===== src/rtl/tdm_codec_serdes.sv =====
// TDM codec serial engine: BICK/frame clock generation, DAC shift-out, ADC capture, PDN release.
// Optional macro TDM_LOOPBACK_EN adds i_loopback, feeding the internal sdin back into the RX path.
module tdm_codec_serdes #(
    parameter int unsigned W          = 16,
    parameter int unsigned SLOT_W     = 32,
    parameter int unsigned N_CHANNELS = 4,
    parameter int unsigned BICK_DIV   = 1,
    parameter int unsigned DELAY1     = 0,
    parameter int unsigned FS_PULSE   = 0,
    parameter int unsigned PDN_FRAMES = 20000
) (
    input  logic                    i_clk,
    input  logic                    i_rst_n,
`ifdef TDM_LOOPBACK_EN
    input  logic                    i_loopback,
`endif
    input  logic                    i_sdout,
    input  logic [N_CHANNELS*W-1:0] i_sample_in,
    output logic                    o_bick,
    output logic                    o_lrck,
    output logic                    o_sdin,
    output logic                    o_pdn,
    output logic                    o_frame_strobe,
    output logic [N_CHANNELS*W-1:0] o_sample_out
);
    localparam int unsigned DIV_W   = (BICK_DIV > 1) ? $clog2(BICK_DIV) : 1;
    localparam int unsigned BIT_W   = $clog2(SLOT_W);
    localparam int unsigned SLOT_IW = (N_CHANNELS > 1) ? $clog2(N_CHANNELS) : 1;
    localparam int unsigned IDX_W   = $clog2(W);
    localparam int unsigned PDN_W   = (PDN_FRAMES > 0) ? $clog2(PDN_FRAMES + 1) : 1;

    logic [DIV_W-1:0]             r_div;
    logic                         r_bick;
    logic                         r_lrck;
    logic                         r_sdin;
    logic                         r_strobe;
    logic                         r_pdn;
    logic [BIT_W-1:0]             r_bit_cnt;
    logic [SLOT_IW-1:0]           r_slot;
    logic [1:0]                   r_sync;
    logic [N_CHANNELS-1:0][W-1:0] r_tx;
    logic [N_CHANNELS-1:0][W-1:0] r_rx;
    logic [N_CHANNELS-1:0][W-1:0] r_sample_out;
    logic [PDN_W-1:0]             r_pdn_cnt;

    logic                         w_tick;
    logic                         w_rise;
    logic                         w_fall;
    logic                         w_bit_wrap;
    logic                         w_slot_wrap;
    logic                         w_frame;
    logic [BIT_W-1:0]             w_bit_nxt;
    logic [SLOT_IW-1:0]           w_slot_nxt;
    logic [N_CHANNELS-1:0][W-1:0] w_tx_src;
    logic [31:0]                  w_tx_pos;
    logic [31:0]                  w_rx_pos;
    logic                         w_tx_bit;
    logic                         w_lrck_nxt;
    logic                         w_rx_bit;
    logic                         w_rx_valid;
    logic [IDX_W-1:0]             w_rx_idx;

    always_comb begin
        w_tick      = (r_div == DIV_W'(BICK_DIV - 1));
        w_rise      = w_tick & ~r_bick;
        w_fall      = w_tick & r_bick;
        w_bit_wrap  = (r_bit_cnt == BIT_W'(SLOT_W - 1));
        w_slot_wrap = (r_slot == SLOT_IW'(N_CHANNELS - 1));
        w_frame     = w_fall & w_bit_wrap & w_slot_wrap;
        w_bit_nxt   = w_bit_wrap ? '0 : r_bit_cnt + 1'b1;
        w_slot_nxt  = r_slot;
        if (w_bit_wrap) begin
            w_slot_nxt = w_slot_wrap ? '0 : r_slot + 1'b1;
        end

        // The first bit of a frame must come from the word being latched in the same cycle.
        w_tx_src = w_frame ? i_sample_in : r_tx;
        w_tx_pos = 32'(w_bit_nxt) - DELAY1;
        w_tx_bit = 1'b0;
        if (w_tx_pos < W) begin
            w_tx_bit = w_tx_src[w_slot_nxt][IDX_W'(W - 1 - w_tx_pos)];
        end

        if (FS_PULSE != 0) begin
            w_lrck_nxt = (w_slot_nxt == '0) && (w_bit_nxt == '0);
        end else begin
            w_lrck_nxt = 32'(w_slot_nxt) < (N_CHANNELS / 2);
        end

`ifdef TDM_LOOPBACK_EN
        w_rx_bit = i_loopback ? r_sdin : r_sync[1];
`else
        w_rx_bit = r_sync[1];
`endif
        // Unsigned wrap makes positions before DELAY1 fall out of range.
        w_rx_pos   = 32'(r_bit_cnt) - DELAY1;
        w_rx_valid = (w_rx_pos < W);
        w_rx_idx   = IDX_W'(W - 1 - w_rx_pos);
    end

    always_ff @(posedge i_clk or negedge i_rst_n) begin
        if (!i_rst_n) begin
            r_div        <= '0;
            r_bick       <= 1'b0;
            r_lrck       <= 1'b0;
            r_sdin       <= 1'b0;
            r_strobe     <= 1'b0;
            r_pdn        <= 1'b0;
            r_bit_cnt    <= BIT_W'(SLOT_W - 1);
            r_slot       <= SLOT_IW'(N_CHANNELS - 1);
            r_sync       <= '0;
            r_tx         <= '0;
            r_rx         <= '0;
            r_sample_out <= '0;
            r_pdn_cnt    <= PDN_W'(PDN_FRAMES);
        end else begin
            r_sync   <= {r_sync[0], i_sdout};
            r_div    <= w_tick ? '0 : r_div + 1'b1;
            r_strobe <= w_frame;
            r_pdn    <= (r_pdn_cnt == '0);
            if (w_tick) begin
                r_bick <= ~r_bick;
            end
            if (w_rise && w_rx_valid) begin
                r_rx[r_slot][w_rx_idx] <= w_rx_bit;
            end
            if (w_fall) begin
                r_bit_cnt <= w_bit_nxt;
                r_slot    <= w_slot_nxt;
                r_sdin    <= w_tx_bit;
                r_lrck    <= w_lrck_nxt;
            end
            if (w_frame) begin
                r_tx         <= i_sample_in;
                r_sample_out <= r_rx;
                r_rx         <= '0;
                if (r_pdn_cnt != '0) begin
                    r_pdn_cnt <= r_pdn_cnt - 1'b1;
                end
            end
        end
    end

    assign o_bick         = r_bick;
    assign o_lrck         = r_lrck;
    assign o_sdin         = r_sdin;
    assign o_pdn          = r_pdn;
    assign o_frame_strobe = r_strobe;
    assign o_sample_out   = r_sample_out;

endmodule

===== config.mk =====
export PLATFORM = sky130hd
export DESIGN_NAME = tdm_codec_serdes
export DESIGN_NICKNAME = d
export VERILOG_FILES = /design/src/rtl/tdm_codec_serdes.sv
export SDC_FILE = /design/constraint.sdc
export NUM_CORES = 1
export LEC_CHECK = 0
export CAP_MARGIN = 25
export CORE_ASPECT_RATIO = 1.25
export CORE_MARGIN = 4
export CORE_UTILIZATION = 55
export DETAILED_ROUTE_END_ITERATION = 10
export DONT_BUFFER_PORTS = 1
export PLACE_DENSITY = 0.77
export SLEW_MARGIN = 0
export SYNTH_ARGS = -nofsm -noshare
export SYNTH_HDL_FRONTEND = slang
export SYNTH_SLANG_ARGS = --single-unit

===== constraint.sdc =====
create_clock -name i_clk -period 2.97 [get_ports i_clk]
set_input_delay 0.594 -clock i_clk [delete_from_list [all_inputs] [get_ports i_clk]]
set_output_delay 0.594 -clock i_clk [all_outputs]
set_load 0.005 [all_outputs]

Word level (Yosys, flattened, before mapping)
Cells that the tools add are included.

Logic and storage cells: 69. Output and inout bits: 69. Flip-flop bits (word level): 222.

Bitwise logic cells: 6. Equal/unequal tests: 2. Mux-type cells: 17. Order comparisons: 9. Reductions and logical operators: 7. $add $sub $neg: 6.

Operators by type and width (count): 2-to-1 mux 64 bit (3); bitwise mux 64 bit (1); binary-select mux 16 bit (select 2 bit) (1); demux 16 bit (select 2 bit) (1); 2-to-1 mux 16 bit (2); zero test 15 bit (1); nonzero test 15 bit (1); subtractor 15 x 1 -> 15 bit (second input constant) (1); < comparator 4 x 5 -> 1 bit (second input constant) (2); < comparator 5 bit (second input constant) (2); subtractor 4 bit (first input constant) (2); < comparator 2 x 3 -> 1 bit (second input constant) (2); adder 5 x 1 -> 5 bit (second input constant) (1); == test 5 bit (second input constant) (1); 2-to-1 mux 5 bit (1); bitwise AND 1 bit (4); binary-select mux 1 bit (select 4 bit) (1); demux 1 bit (select 4 bit) (1); >= comparator 4 x 1 -> 1 bit (second input constant) (1); 2-to-1 mux 1 bit (4); 2-to-1 mux 2 bit (2); logical AND 1 bit (3); adder 2 x 1 -> 2 bit (second input constant) (1); == test 2 bit (second input constant) (1); other kinds (6) (7).

Depth between registers and ports, before layout
Gate-level depths: netlist of the first run.

Word-level depth: 10. Gate-level depth with buffers: 16.

Worst setup path after synthesis of the first run
OpenSTA, ideal clock, no wires.

Path type: reg2reg. Start point: reg r_bit_cnt[0]. End point: reg r_sdin, in the netlist o_sdin. Data arrival time: 3.184 ns. Setup time: 0.103 ns. Path slack: -0.317 ns. Cell stages (with the launch flop): 13. Required time: 2.867 ns. Path buffers: 2. Path through: dfstp_2 > ha_1 > clkbuf_1 > nand3_1 > inv_1 > ha_1 > buf_6 > mux2i_2 > inv_1 > mux2_2 > o211ai_2 > or4b_1 > o41ai_2.

Longest elaborated chain between the ends: 9.

Ends and longest elaborated chain: from (decl) (RTL line 38) `logic [BIT_W-1:0] r_bit_cnt;`; from (signal assigned) (RTL line 109) `r_bit_cnt <= BIT_W'(SLOT_W - 1);`; from (signal assigned) (RTL line 128) `r_bit_cnt <= w_bit_nxt;`; parallel branches: the longest is 8 deep, another holds adder 5 x 1 -> 5 bit; 2-to-1 mux 1 bit (*) (RTL line 80) `if (w_tx_pos < W) begin`; to (signal assigned) (RTL line 130) `r_sdin <= w_tx_bit;`; to (decl) (RTL line 35) `logic r_sdin;`.

Mark *: on every way between the ends. The select of a mux whose other input is x is not followed. A chain may end at the register's enable or synchronous reset.

Worst setup path after layout of the first run
Ends and elaborated chain as after synthesis.

==> out/summary.txt, run 1 <==
Outcome: finished with violations
Failing checks: negative hold slack
Slew headroom: 0.412
PD cells: 518 nW/um2
First-pass GRT wire length: 40300 um
R2r setup slk: 0.03 ns
Max layer used: met4
Dpl cells: 1299
Syn nets: 1178
Largest net degree at the start of global routing: 222
Core Rows: 55
Initial Util: 0.558
Met1 wire length: 9830 um
GPL Wtd Cong: 0.879
Drt drc: 0
Slowest-stage cell, CP: dfstp_2
Worst-Skew Late Latency: 0.51 ns
Worst Skew: 0.0127 ns
# diodes: 0
Setup crit end kind: flop
Post-route ant nets: 0
Startpoint class of the critical path: flop
Post-synthesis instance area: 10100 um2
Least-Margin Pin Slew: 0.882 ns
Final Slew Violations: 0
Register area share after synthesis: 0.551
DR WL/cell: 18.4 um
Maximum vdd ir drop: 0.000476 V
Tmin final: 2.94 ns
Detailed Place HPWL: 16500 um
Max clock buf depth: 3
Unrepaired setup endpoints after global routing: yes
Lkg Pwr: 5.26 nW
Crit share post-route: 0.989
Total gr overflow: 0
Worst reg-to-reg path cell count: 13
Layout Nets: 1174
Vias: 7703
Die area: 20500 um2
Top_reg_cell synth: dfrtp_1
Register Area: 5550 um2
Fin util: 0.620
DR vias/cell: 5.76
DRT Pass-1 Iters: 7
Filler Cell Count: 1536
Syn_area_per_cell: 9.13 um2
Num CTS Buffers: 23
Routed WL: 24600 um
Netlist cell types: 62
Worst Path Required: 3.36 ns
CP bufs+invs: 3
Final setup viols: 0
Drt initial violations: 656
DR WL met2: 12300 um
WS Path Type: flop to flop
Core area: 18000 um2
Clock Sink Count: 221
Multi-input logic area: 4190 um2
Vias in the first global route: 7752
Buffers on Ports: 0
Synth Instances: 1101
Hold Slack: -0.203 ns
CTS tree: built
CP top delay family: simple AND/OR/NAND/NOR gates
Max Clk Rate: 341 MHz
Gr usage total: 0.239
IO Pins: 136
Crit path largest cell delay: 0.56 ns
Final Hold Vio Count: 209
CP arrival: 3.33 ns
Crit path cell chain: ha_4 > nand3_4 > inv_4 > ha_4 > buf_12 > nor3b_4 > nor2_4 > buf_12 > mux2i_1 > mux2_2 > o211ai_2 > or4b_1 > o41ai_2
Post-synthesis async set-or-reset flop share: 1.00
Area grow syn2layout: 11.2%
HP Class: input port to asynchronous set/reset pin
Post-synth EDFFs: 0
Crit Path Max Fanout: 11
Yosys warns: 0
Post-synthesis register bit count: 221
Non-Filler Instances: 1338
Die X: 129 um
RR Endpoint: o_sdin
Met3 wire len: 1530 um
Maximum capacitance violations: 0
Post-CTS Setup Repair Bufs: 0
Critical R2R Launch: r_bit_cnt[0]
Antenna violations before repair: 0
Die height: 159 um
Root Buffer: clkbuf_16
Worst-path clk slew: 0.06 ns
H-tree depth: 1
Layout cells sized above 1: 0.114
[worst max path at each step]
stage | end | cells after the start | from
final | o_sdin | 13 | r_bit_cnt[0]
after global routing | o_sdin | 13 | r_bit_cnt[0]
after CTS | o_sdin | 13 | r_bit_cnt[1]
after detailed placement | o_sdin | 13 | r_bit_cnt[1]
after global placement | o_sdin | 13 | r_bit_cnt[1]
after floorplan | o_sdin | 16 | r_bit_cnt[0]
[cell usage in the layout (no fill, tap or decap), types with 3 or more instances in the layout]
cell,instances
a2111oi_0,4
a21o_1,4
a21oi_1,73
and2_1,16
and3_1,5
buf_12,3
buf_4,39
clkbuf_1,4
clkbuf_16,23
clkbuf_8,7
dfrtp_1,209
dfstp_2,12
ha_1,8
inv_1,12
mux2_2,18
mux2i_1,20
nand2_1,378
nand2b_1,5
nand3_1,71
nand3b_1,3
nor2_1,24
nor2b_1,4
nor3_1,17
o21ai_0,71
o221ai_1,8
o31a_1,3
xnor2_1,10
xor2_1,5
[per-layer routing]
metal  GRT usage  vias to the layer above
met3      0.0393                       59
li1            -                     3678
met2       0.396                      255
met4      0.0955                        0
met5           0                        -
met1       0.313                     3711
[flip-flops by register name, indices dropped and copies added, names as in the netlist]
register,cells
o_sample_out,64
r_rx,64
r_tx,64
r_pdn_cnt,15
r_bit_cnt,5
r_slot,2
r_sync,2
o_bick,1
o_frame_strobe,1
o_lrck,1
o_pdn,1
o_sdin,1
[timing repair]
| item | CTS | global route |
|---|---|---|
| endpoints found under the hold margin | 221 | 212 |
| resized for setup | 2 | 1 |
| setup endpoints to repair | 1 | 1 |
| gates cloned | 1 | 0 |
[area by class of cell]
| type | instances | share of cell area |
|---|---|---|
| Sequential cell | 221 | 0.496 |
| Multi-Input combinational cell | 794 | 0.375 |
| Clock buffer | 34 | 0.0614 |
| Timing Repair Buffer | 43 | 0.0345 |
| Tap cell | 228 | 0.0255 |
| Inverter | 14 | 0.00537 |
| Clock inverter | 4 | 0.00269 |
[Yosys cell counts, types with 2 or more instances]
| cell type | instances | area [um2] |
|---|---|---|
| dfrtp_1 | 209 | 5230 |
| a21o_1 | 4 | 30.0 |
| or3_1 | 2 | 12.5 |
| nand3b_1 | 3 | 22.5 |
| and3_1 | 5 | 31.3 |
| mux2i_1 | 20 | 200 |
| a21oi_1 | 73 | 365 |
| mux2_2 | 18 | 203 |
| nor2_1 | 24 | 90.1 |
| nor3b_1 | 2 | 15.0 |
| o21ai_0 | 71 | 355 |
| nor2b_1 | 4 | 25.0 |
| buf_6 | 6 | 67.6 |
| and2_1 | 16 | 100 |
| a211oi_1 | 2 | 15.0 |
| nand2_1 | 378 | 1420 |
| a2111oi_0 | 5 | 43.8 |
| o221ai_1 | 8 | 70.1 |
| nor4_1 | 2 | 12.5 |
| buf_2 | 5 | 25.0 |
| nand3_1 | 72 | 360 |
| a311o_1 | 2 | 20.0 |
| nand2b_1 | 5 | 31.3 |
| o31a_1 | 3 | 26.3 |
| inv_1 | 13 | 48.8 |
| o211ai_1 | 2 | 15.0 |
| xnor2_1 | 10 | 87.6 |
| dfstp_2 | 12 | 315 |
| o311ai_0 | 2 | 17.5 |
| buf_4 | 2 | 15.0 |
| clkbuf_1 | 56 | 210 |
| buf_1 | 3 | 11.3 |
| ha_1 | 10 | 125 |
| xor2_1 | 5 | 43.8 |
| and4_1 | 2 | 17.5 |
| or4_4 | 2 | 22.5 |
| nor3_1 | 18 | 90.1 |
[worst register-to-register path: cells and delay by family (launching register included)]
| kind | cells | cell delay, ns |
|---|---|---|
| AOI/OAI and AO/OA | 2 | 0.35 |
| adders and majority gates | 2 | 0.32 |
| buffers and inverters | 3 | 0.34 |
| DFF | 1 | 0.56 |
| muxes | 2 | 0.38 |
| and+or+nand+nor | 4 | 0.87 |
[power breakdown]
part	internal, W	switching, W	total (W)
registers	0.00302	0.00000666	0.00303
logic	0.0000110	0.0000193	0.0000303
clock network	0.00159	0.00114	0.00273
[stage by stage]
stage	total power [W]	setup TNS, ns	area [um2]	setup slack, ns
2_1_floorplan	0.00311	0	10100	0.000458
3_3_place_gp	0.00311	-0.00762	10400	-0.00762
3_5_place_dp	0.00311	-0.0580	10400	-0.0580
4_1_cts	0.00584	0	11200	0.0260
5_1_grt	0.00597	-0.0801	11200	-0.0801
6_report	0.00579	0	11200	0.0338
[kinds of logic (layout without fill, tap and decap cells)]
group,count (synthesis),after routing,share of synthesized area
simple gates,545,545,0.235
flops,221,221,0.551
compound gates,184,184,0.107
buf+inv,86,95,0.0381
mux,40,40,0.0437
xor+xnor,15,15,0.0131
fa+ha+maj,10,10,0.0124
(Power assumes the default switching activity.)
==> run 2: changes to the inputs <==
- CORE_UTILIZATION: 55 -> 35
- PLACE_DENSITY: 0.77 -> 0.55
==> out/summary.txt, run 2 (synthesis results as in run 1) <==
IO Pins: 136 (unchanged)
Failing checks: negative hold slack (unchanged)
Final Slew Violations: 0 (unchanged)
Maximum capacitance violations: 0 (unchanged)
Sw Ratio: 0.203 (was 0.201)
DR vias/cell: 5.28 (was 5.76)
Most frequent cells in the layout: 378 x nand2_1, 209 x dfrtp_1, 73 x a21oi_1 (unchanged)
Filler Cell Count: 2795 (was 1536)
DR WL/cell: 19.6 um (was 18.4 um)
First-pass GRT wire length: 45000 um (was 40300 um)
Sequential group share of total power: 0.477 (was 0.523)
Max clock buf depth: 3 (unchanged)
Gate power share: 0.005 (about the same)
Die X: 160 um (was 129 um)
Startpoint class of the critical path: flop (unchanged)
Vias in the first global route: 7636 (was 7752)
Die height: 198 um (was 159 um)
Detailed Place HPWL: 18800 um (was 16500 um)
DRT Pass-1 Iters: 4 (was 7)
Hold Slack: -0.217 ns (was -0.203 ns)
Final Hold Vio Count: 214 (was 209)
Largest net degree at the start of global routing: 222 (unchanged)
Gr usage total: 0.178 (was 0.239)
Crit share post-route: 0.963 (was 0.989)
Tmin final: 2.86 ns (was 2.94 ns)
Routed WL: 29000 um (was 24600 um)
PD cells: 547 nW/um2 (was 518 nW/um2)
Slew headroom: 0.419 (was 0.412)
WS Path Type: flop to flop (unchanged)
Max Clk Rate: 350 MHz (was 341 MHz)
Total gr overflow: 0 (unchanged)
Commonest non-fill, non-tap cell in the layout: nand2_1 (unchanged)
Final setup viols: 0 (unchanged)
Core Rows: 69 (was 55)
Outcome: finished with violations (unchanged)
CP arrival: 3.24 ns (was 3.33 ns)
Multi-input logic area: 4240 um2 (was 4190 um2)
H-tree depth: 1 (unchanged)
HP Class: input port to asynchronous set/reset pin (unchanged)
Fin util: 0.408 (was 0.620)
Die area: 31500 um2 (was 20500 um2)
Post-route ant nets: 0 (unchanged)
Worst Path Required: 3.35 ns (was 3.36 ns)
Vias: 7821 (was 7703)
Core area: 28400 um2 (was 18000 um2)
Layout cells sized above 1: 0.132 (was 0.114)
CTS tree: built (unchanged)
Int Pwr: 0.00506 W (was 0.00463 W)
# diodes: 0 (unchanged)
Maximum vdd ir drop: 0.000433 V (was 0.000476 V)
Area grow syn2layout: 15.4% (was 11.2%)
Worst-Skew Late Latency: 0.53 ns (was 0.51 ns)
Root Buffer: clkbuf_16 (unchanged)
Sw power: 0.00129 W (was 0.00116 W)
Worst-path clk slew: 0.06 ns (about the same)
Initial Util: 0.354 (was 0.558)
Buffers on Ports: 0 (unchanged)
Clock Sink Count: 221 (unchanged)
Drt drc: 0 (unchanged)
Num CTS Buffers: 25 (was 23)
Register Area: 5550 um2 (unchanged)
Lkg Pwr: 5.37 nW (was 5.26 nW)
Drt initial violations: 712 (was 656)
Least-Margin Pin Slew: 0.871 ns (was 0.882 ns)
Clock share of power: 0.518 (was 0.472)
GPL Wtd Cong: 0.877 (was 0.879)
Crit Path Max Fanout: 8 (was 11)
Antenna violations before repair: 0 (unchanged)
Setup crit end kind: flop (unchanged)
Worst Skew: 0.0296 ns (was 0.0127 ns)
Layout Nets: 1183 (was 1174)
Overall power: 0.00635 W (was 0.00579 W)
-- run 2: cell types whose count changed in the layout (fill, tap and decap cells not counted), moves of 2 or more --
cell       delta
buf_4         +6
or4b_4        +2
clkbuf_8      -2
clkbuf_1      +2
bufinv_16     +4
a2111oi_0     -2
a2111oi_2     +3
clkbuf_16     +2
-- run 2: path summary, 6_finish.rpt --
check,cells past startpoint,from,to,slack [ns]
min reg2reg,0,r_sync[0],r_sync[1],0.41
max in group asynchronous,0,i_rst_n,r_tx[9],2.71
max,13,r_bit_cnt[1],o_sdin,0.11
min,0,i_rst_n,r_pdn_cnt[12],-0.22
min in group i_clk,0,i_sdout,r_sync[0],0.09
max reg2reg,13,r_bit_cnt[1],o_sdin,0.11
-- run 2: metrics by stage --
stage | std cells | hold slack [ns] | setup WS [ns] | area (um2) | TNS [ns]
2_1_floorplan | 1101 | 0.298 | 0.000458 | 10100 | 0
3_3_place_gp | 1419 | 0.318 | 0.00598 | 10500 | 0
3_5_place_dp | 1419 | 0.318 | -0.0236 | 10500 | -0.0236
4_1_cts | 1465 | -0.261 | 0.0496 | 11400 | 0
5_1_grt | 1480 | -0.246 | -0.0457 | 11600 | -0.0457
6_report | 1480 | -0.217 | 0.109 | 11600 | 0
-- run 2: timing repair --
item                                    4_1_cts  5_1_grt
endpoints found under the hold margin       221      221
gates resized for setup                       1       18
pin swaps                                     0        5
buffers inserted                              0       15
endpoints found under the setup margin        1        1
-- run 2: cell type report --
class	count	share of cell area
Sequential cell	221	0.478
Multi-Input combinational cell	794	0.366
Clock buffer	36	0.0618
Tap cell	355	0.0383
Timing Repair Buffer	50	0.0365
Clock inverter	10	0.0141
Inverter	14	0.00582
-- run 2: worst max-delay path, stage by stage, from the launching register on --
cell	delay, ns
dfstp_2	0.38
ha_4	0.16
nand3_4	0.09
inv_4	0.04
ha_4	0.19
buf_12	0.14
clkbuf_2	0.15
and4_1	0.19
a2111oi_2	0.37
o32a_1	0.21
o221ai_1	0.14
a221o_1	0.36
nor3_2	0.18
o41ai_2	0.10
-- run 2: routing by layer --
metal / track usage / routed length (um) / up-vias
met5: 0 / 0 / -
met4: 0.0627 / 1050 / 0
met3: 0.0413 / 1940 / 68
met2: 0.292 / 13700 / 258
met1: 0.231 / 12300 / 3776
li1: - / - / 3719
-- run 2: power groups by stage --
stage	Clock, W	Combinational (W)	Sequential (W)
after floorplan	0	0.0000257	0.00308
after global placement	0	0.0000301	0.00309
after detailed placement	0	0.0000303	0.00309
after CTS	0.00339	0.0000305	0.00303
after global routing	0.00352	0.0000341	0.00303
final	0.00329	0.0000311	0.00303
